--- src/rtl/wb_port_arbiter.sv ---
// wb_port_arbiter: shares the single RegFile write port between the in-order
// WB stage and a multi-cycle execution unit.
// - The WB stage always wins. Multi-cycle results wait in a small FIFO and
//   drain into free write slots, oldest first.
// - A 32-entry scoreboard of pending destinations stalls ID on RAW/WAW hazards.
// - A starvation counter forces ID bubbles when the FIFO head is blocked too
//   long, so that a free slot eventually reaches WB.
// Optional feature: define WB_BYPASS_EN to let a result write straight through
// to the RegFile, with zero latency, when the FIFO is empty and the WB slot is free.
module wb_port_arbiter #(
    parameter int XLEN         = 32,  // keep in step with riscv_pkg::XLEN
    parameter int DEPTH        = 2,   // power of two, >= 2
    parameter int STARVE_LIMIT = 4
) (
    input  logic            clk,
    input  logic            rst,
    input  logic            pipe_reg_write,
    input  logic [4:0]      pipe_rd,
    input  logic [XLEN-1:0] pipe_data,
    input  logic            mc_issue_valid,
    input  logic [4:0]      mc_issue_rd,
    input  logic            mc_valid,
    output logic            mc_ready,
    input  logic [4:0]      mc_rd,
    input  logic [XLEN-1:0] mc_data,
    input  logic [4:0]      id_rs1,
    input  logic [4:0]      id_rs2,
    input  logic [4:0]      id_rd,
    output logic            stall_id,
    output logic            rf_reg_write,
    output logic [4:0]      rf_rd,
    output logic [XLEN-1:0] rf_write_data
);

    localparam int AW = $clog2(DEPTH);
    localparam int CW = $clog2(DEPTH + 1);
    localparam int SW = $clog2(STARVE_LIMIT + 1);
    localparam logic [CW-1:0] FULL_CNT   = CW'(DEPTH);
    localparam logic [SW-1:0] STARVE_MAX = SW'(STARVE_LIMIT);

    typedef struct packed {
        logic [4:0]      rd;
        logic [XLEN-1:0] data;
    } mc_entry_t;

    mc_entry_t       mem [DEPTH];
    mc_entry_t       head;
    logic [AW-1:0]   rd_ptr;
    logic [AW-1:0]   wr_ptr;
    logic [CW-1:0]   count;
    logic [SW-1:0]   starve_cnt;
    logic [31:0]     sb;
    logic [31:0]     sb_next;

    logic pipe_busy;
    logic fifo_empty;
    logic fifo_full;
    logic pop;
    logic push;
    logic bypass;
    logic drain_force;

    assign pipe_busy   = pipe_reg_write && (pipe_rd != 5'd0);
    assign fifo_empty  = (count == '0);
    assign fifo_full   = (count == FULL_CNT);
    assign head        = mem[rd_ptr];
    assign pop         = !rst && !pipe_busy && !fifo_empty;
    assign drain_force = (starve_cnt == STARVE_MAX);

`ifdef WB_BYPASS_EN
    assign bypass = !rst && mc_valid && fifo_empty && !pipe_busy;
`else
    assign bypass = 1'b0;
`endif

    // Ready depends on fullness only; a bypassed result is accepted but not stored.
    assign mc_ready = !rst && !fifo_full;
    assign push     = !rst && mc_valid && !fifo_full && !bypass;

    // Write-port mux: pipe first, then FIFO head, then (optionally) the bypass.
    always_comb begin
        // NOTE: every output gets a default before the priority chain, so no path leaves one unassigned and no latch is inferred.
        rf_reg_write  = 1'b0;
        rf_rd         = 5'd0;
        rf_write_data = '0;
        if (!rst) begin
            if (pipe_busy) begin
                rf_reg_write  = 1'b1;
                rf_rd         = pipe_rd;
                rf_write_data = pipe_data;
            end else if (!fifo_empty) begin
                rf_reg_write  = (head.rd != 5'd0);
                rf_rd         = head.rd;
                rf_write_data = head.data;
            end else if (bypass) begin
                rf_reg_write  = (mc_rd != 5'd0);
                rf_rd         = mc_rd;
                rf_write_data = mc_data;
            end
        end
    end

    // Scoreboard next state: retire clears first, so a same-cycle issue wins.
    always_comb begin
        sb_next = sb;
        if (pop) begin
            sb_next[head.rd] = 1'b0;
        end
        if (bypass) begin
            sb_next[mc_rd] = 1'b0;
        end
        if (!rst && mc_issue_valid) begin
            sb_next[mc_issue_rd] = 1'b1;
        end
        sb_next[0] = 1'b0;
    end

    // ID stall on pending source/destination registers or a forced drain.
    assign stall_id = !rst && (((id_rs1 != 5'd0) && sb[id_rs1]) ||
                               ((id_rs2 != 5'd0) && sb[id_rs2]) ||
                               ((id_rd  != 5'd0) && sb[id_rd])  ||
                               drain_force);

    // FIFO storage: written on push only.
    // NOTE: the data array has no reset; validity is carried entirely by count, so clearing it would only cost flops.
    always_ff @(posedge clk) begin
        if (push) begin
            mem[wr_ptr] <= '{rd: mc_rd, data: mc_data};
        end
    end

    // FIFO pointers and occupancy.
    always_ff @(posedge clk or posedge rst) begin
        // NOTE: sequential state uses non-blocking assignments so every flop samples pre-edge values.
        if (rst) begin
            rd_ptr <= '0;
            wr_ptr <= '0;
            count  <= '0;
        end else begin
            if (push) begin
                wr_ptr <= wr_ptr + AW'(1);
            end
            if (pop) begin
                rd_ptr <= rd_ptr + AW'(1);
            end
            if (push && !pop) begin
                count <= count + CW'(1);
            end else if (pop && !push) begin
                count <= count - CW'(1);
            end
        end
    end

    // Scoreboard register.
    always_ff @(posedge clk or posedge rst) begin
        if (rst) begin
            sb <= '0;
        end else begin
            sb <= sb_next;
        end
    end

    // Starvation counter: counts blocked head cycles, saturating at the limit.
    always_ff @(posedge clk or posedge rst) begin
        if (rst) begin
            starve_cnt <= '0;
        end else if (fifo_empty || pop) begin
            starve_cnt <= '0;
        end else if (!drain_force) begin
            starve_cnt <= starve_cnt + SW'(1);
        end
    end

endmodule

--- config.mk ---
export PLATFORM = sky130hd
export DESIGN_NAME = wb_port_arbiter
export DESIGN_NICKNAME = d
export VERILOG_FILES = /design/src/rtl/wb_port_arbiter.sv
export SDC_FILE = /design/constraint.sdc
export NUM_CORES = 1
export LEC_CHECK = 0
export CAP_MARGIN = 20
export CORE_MARGIN = 2
export CORE_UTILIZATION = 50
export DETAILED_ROUTE_END_ITERATION = 6
export PLACE_DENSITY = 0.82
export SYNTH_ARGS = -nofsm -noshare
export SYNTH_HDL_FRONTEND = slang
export SYNTH_SLANG_ARGS = --single-unit
--- constraint.sdc ---
create_clock -name clk -period 3.4 [get_ports clk]
set_input_delay 0.68 -clock clk [delete_from_list [all_inputs] [get_ports clk]]
set_output_delay 0.68 -clock clk [all_outputs]
set_load 0.005 [all_outputs]
; ---- After elaboration in Yosys (flattened, before gate mapping)
; Memories as Yosys holds them, arrays and structs flattened.
; Cells that the tools add are included.
[word_totals]
register_bits = 38
ramBits = 74
inputBits = 99
elab_cells = 83
memories = 1
[memory_table]
columns = name, words, width, rd, rd_clocked_by_memory_dff, wr, line_no
row1 = mem, 2, 37, 1, 0, 1, 46  ; mc_entry_t mem [DEPTH];
[op_classes]
add_sub_neg = 5
n_lt_le_gt_ge = 7
n_eq_ne = 3
muxes = 27
bitwise = 3
n_reduce_logical = 32
[ops]
columns = op, n
row1 = 32-bit two-way mux, 5
row2 = 32-bit bitwise AND, 1
row3 = 32-bit inverter, 1
row4 = 32-bit OR, 1
row5 = "5-bit by 6-bit < comparator with 1-bit output, second input constant", 5
row6 = 5-bit nonzero test, 5
row7 = 1-bit binary-select mux with 5-bit select, 3
row8 = 1-bit logical AND, 15
row9 = 5-bit two-way mux, 3
row10 = 1-bit demux with 5-bit select, 2
row11 = "5-bit by 1-bit >= comparator with 1-bit output, second input constant", 2
row12 = 1-bit two-way mux, 10
row13 = 1-bit logical NOT, 6
row14 = 3-bit two-way mux, 2
row15 = 1-bit logical OR, 4
row16 = 2-bit two-way mux, 2
row17 = "3-bit by 1-bit adder with 3-bit output, second input constant", 1
row18 = "3-bit == test, second input constant", 1
row19 = "1-bit adder, second input constant", 2
row20 = "2-bit by 1-bit adder with 2-bit output, second input constant", 1
row21 = "2-bit == test, second input constant", 1
row22 = 2-bit logical NOT, 1
row23 = "2-bit by 1-bit != test with 1-bit output, second input constant", 1
row24 = 2-bit nonzero test, 1
row25 = "2-bit by 1-bit subtractor with 2-bit output, second input constant", 1

; ---- Logic depth before layout (Yosys ltp)
; An unclocked memory read counts as a cell.
[logic_depth]
ltp_word = 10
mapped_depth = 8
ltp_nobuf = 8

; ---- Worst setup path after synthesis
; OpenSTA, ideal clock, no wires.
[synth_timing]
path_type = input -> output
from = input port rst
to = output port rf_write_data[11]
arrival_time_ps = 2426
required_ps = 2720
setup_slack_ps = 294
stages = 4
path_cell_list = clkinv_1 -> nand3_4 -> clkbuf_1 -> o21ai_0
[synth_via]
elab_chain_cells = 1
[synth_rtl]
columns = element, line_no
row1 = from (decl), 16  ; input logic rst,
row2 = 32-bit two-way mux, 86  ; if (!rst) begin
row3 = to (decl), 32  ; output logic [XLEN-1:0] rf_write_data
; No other way between the ends.

; ---- Final worst setup path
[layout_timing]
from = input port pipe_rd[4]
to = output port rf_rd[0]
[layout_via]
elab_chain_cells = 4
[layout_rtl]
columns = element, line_no
row1 = from (decl), 18  ; input logic [4:0] pipe_rd,
row2 = 5-bit nonzero test, 63  ; assign pipe_busy = pipe_reg_write && (pipe_rd != 5'd0);
row3 = 1-bit logical AND, 63
row4 = 5-bit two-way mux, 87  ; if (pipe_busy) begin
row5 = 5-bit two-way mux, 86
row6 = to (decl), 31  ; output logic [4:0] rf_rd,
; No other way between the ends.

==> flow_summary.ini <==
[outcome]
status = finished, final reports clean

[pwr]
p_leak_nw = 3.07
ir_drop_uv = 325
p_per_area_nw_per_um2 = 575
total_power_mw = 4.51

[sta]
setup_viol = 0
slew_headroom_pct = 41.1
finClkSkew_ns = 0.00754
finalHoldViolations = 0
whs_ns = 0.484
clock.fmax_ghz = 0.295
timing.final.max_slew_violations = 0
finalWorstPathRequiredPeriod_ns = 3.39
setup_ws_ns = 0.0138
tightest_slew_ns = 0.883
finalCritPeriodShare_pct = 99.6

[worst_setup_path]
reg2reg_to = sb[30]$_DFF_PP0_
r2r_cells = 6
crit_type = input pin to primary output
crit_slowest_cell = or4_4
critical_path.cell_chain = clkdlybuf4s50_1 -> or4_4 -> o21ai_4 -> buf_6 -> nor2_4 -> clkbuf_16 -> nand2_1 -> o21ai_0 -> dlygate4sd2_1
critPathLaunchType = input pin
worstReg2RegStart = rd_ptr$_DFFE_PP0N_
path_buf_inv = 4
end_kind = primary output
crit_family = buffers and inverters
cpPeakStageDelay_ns = 0.46
critical_path.max_fanout = 11
worst-path-stages = 9
worst-endpoint-required_ns = 2.72
setup.worst_path.start = pipe_rd[4]
worstPathArrival_ns = 2.71
rrSetupSlack_ns = 1.10
cp-endpoint = rf_rd[0]

[yosys]
seq_area_frac_synth_pct = 55.8
synth-compound-area-share_pct = 13.5
syn_nets = 572
synth_top_family_by_area = multiplexers
syn_inst = 470
synth-seq-cells = 112
synth_area_per_cell_sq_um = 12.1
yosys.area_share.simple_pct = 10.8
synth_fa_ha_area_share_pct = 0.661
synth.cell_area_sq_um = 5680
muxShareOfSynthArea_pct = 15.5
synth_xor_area_share_pct = 0.925
ys_types = 47
yosysWarnings = 0

[global_routing]
grt_max_degree = 43
grt_pass1_wl_um = 24600
grt_pass1_vias = 4862
grt-busiest-layer = met2
gr-usage-met1_pct = 31.3
grtUsageMet2_pct = 43.6
track_usage_pct = 25.5
antenna_found_initial = 0
gr-total-overflow = 0
met3_usage_pct = 4.72

[floorplanning]
rows = 38
initial_utilization_pct = 51.7
die_area_sq_um = 12200
core_sq_um = 11000
die_x_um = 111
die_h_um = 111
ios = 139

[clocking]
cts.sinks = 112
cts_buffers = 9
path_clk_slew_ns = 0.07
cts_hold_buf = 0
cts-root-buf = clkbuf_16
cts_tree = built
clk_path_buf_depth = 2
htreeDepth = 3
clk_latency_ns = 0.34

[routing]
dr_total_vias = 4778
drtIter0Drc = 439
ant_nets = 0
drc = 0
drt-total-wl_um = 16200
via_per_inst = 6.16
dr.pass1.iters = 6
wl_per_cell_um = 20.9

[place]
pre_cts_ws_ns = -0.260
place_congestion = 0.919
portBuffers = 138
dpl.hpwl_um = 11600

[finish]
drive_gt1_share_pct = 15.7
n_antenna_cell = 0
area_growth_pct = 38.1
fillCellCount = 733
nNetsFinal = 733
layout_common_cells = clkdlybuf4s50_1 (93), edfxtp_1 (74), nand2_1 (59), o21ai_0 (59), mux2i_1 (42)
final_common_cell = clkdlybuf4s50_1

[job]
maxCapViolCount = 0

[hold_path]
hp-class = flop to flop
min-delay-start = count[1]$_DFFE_PP0P_
-- metrics by stage --
stage	cell area, sq um	instances	setup TNS, ns	utilization (%)
2_1_floorplan	5680	470	0	-
3_3_place_gp	7430	755	-4.10	67.7
3_5_place_dp	7430	755	-4.83	67.7
4_1_cts	7750	774	0	70.5
5_1_grt	7850	776	-0.0563	71.4
6_report	7850	776	0	71.4
-- how the worst min path moves through the flow --
stage                                       to  slack [ns]  cells after the start
after floorplan           count[1]$_DFFE_PP0P_        0.46                      1
after global placement    count[1]$_DFFE_PP0P_        0.47                      1
after detailed placement  count[1]$_DFFE_PP0P_        0.47                      1
after CTS                 count[1]$_DFFE_PP0P_        0.48                      1
after global routing      count[1]$_DFFE_PP0P_        0.50                      1
final                     count[1]$_DFFE_PP0P_        0.48                      1
-- kinds of logic (layout without fill, tap and decap cells) --
kind of cell,after synthesis,count (layout)
AO/OA/AOI/OAI,125,125
buffers and inverters,36,202
adder cells (fa/ha/maj),3,3
multiplexers,66,66
flip-flops,112,112
AND/OR/NAND/NOR,122,122
XOR/XNOR,6,6
-- power by group --
part           internal, mW  leakage, nW  switching (mW)
clock                 0.539        0.141           0.466
sequential             1.74         1.15           0.251
combinational         0.741         1.77           0.777
total                  3.02         3.07            1.49
-- cell usage after synthesis (all sizes together) --
cell type,instances,share of area [%]
a2111oi,1,0.15
a211oi,3,0.40
a21oi,9,0.79
a221oi,2,0.31
a22oi,2,0.26
a32oi,4,0.62
a41oi,1,0.15
and3,2,0.22
and4b,1,0.18
buf,12,1.2
clkbuf,15,0.99
clkinv,1,0.066
dfrtp,38,17
edfxtp,74,39
ha,3,0.66
inv,8,0.53
mux2,7,1.4
mux2i,42,7.4
mux4,17,6.7
nand2,59,3.9
nand2b,4,0.44
nand3,4,0.57
nand3b,5,0.66
nand4,4,0.70
nand4b,2,0.31
nor2,20,1.3
nor2b,6,0.66
nor3,3,0.26
nor3b,2,0.26
nor4,2,0.22
nor4b,2,0.31
o21ai,69,6.3
o22ai,3,0.33
o31ai,28,3.7
o41ai,3,0.46
or2,1,0.11
or3,2,0.22
or3b,1,0.15
or4,2,0.33
xnor2,4,0.62
xor2,2,0.31
-- flip-flops by register name, indices dropped and copies added (netlist names) --
signal      count
rd_ptr          1
sb             31
starve_cnt      3
mem            74
wr_ptr          1
count           2
-- worst reg2reg max path: cells and delay by family (launching register included) --
family | cells | cell delay, ns
buf+inv | 2 | 0.64
flops | 1 | 0.61
compound gates | 2 | 0.48
mux | 1 | 0.31
simple gates | 1 | 0.11
-- layer usage --
metal	vias up	part of all wire, %
met3	48	8.5
met5	-	0
met4	0	3.6
met1	2324	37
met2	285	51
li1	2121	-
-- what timing repair did --
action,in CTS,in global routing
cloned,1,2
setup endpoints to repair,38,27
buffers inserted,2,0
gates resized for setup,59,28
pin swaps,2,4
-- layout make-up --
| cell class | instances | area [sq um] | share of cell area (%) |
|---|---|---|---|
| Clock buffer | 12 | 256 | 3.27 |
| Clock inverter | 4 | 27.5 | 0.351 |
| Inverter | 9 | 33.8 | 0.431 |
| Multi-Input combinational cell | 322 | 2430 | 31.0 |
| Sequential cell | 112 | 3170 | 40.5 |
| Tap cell | 140 | 175 | 2.23 |
| Timing Repair Buffer | 177 | 1750 | 22.3 |
Power figures use the tool's default switching activity.
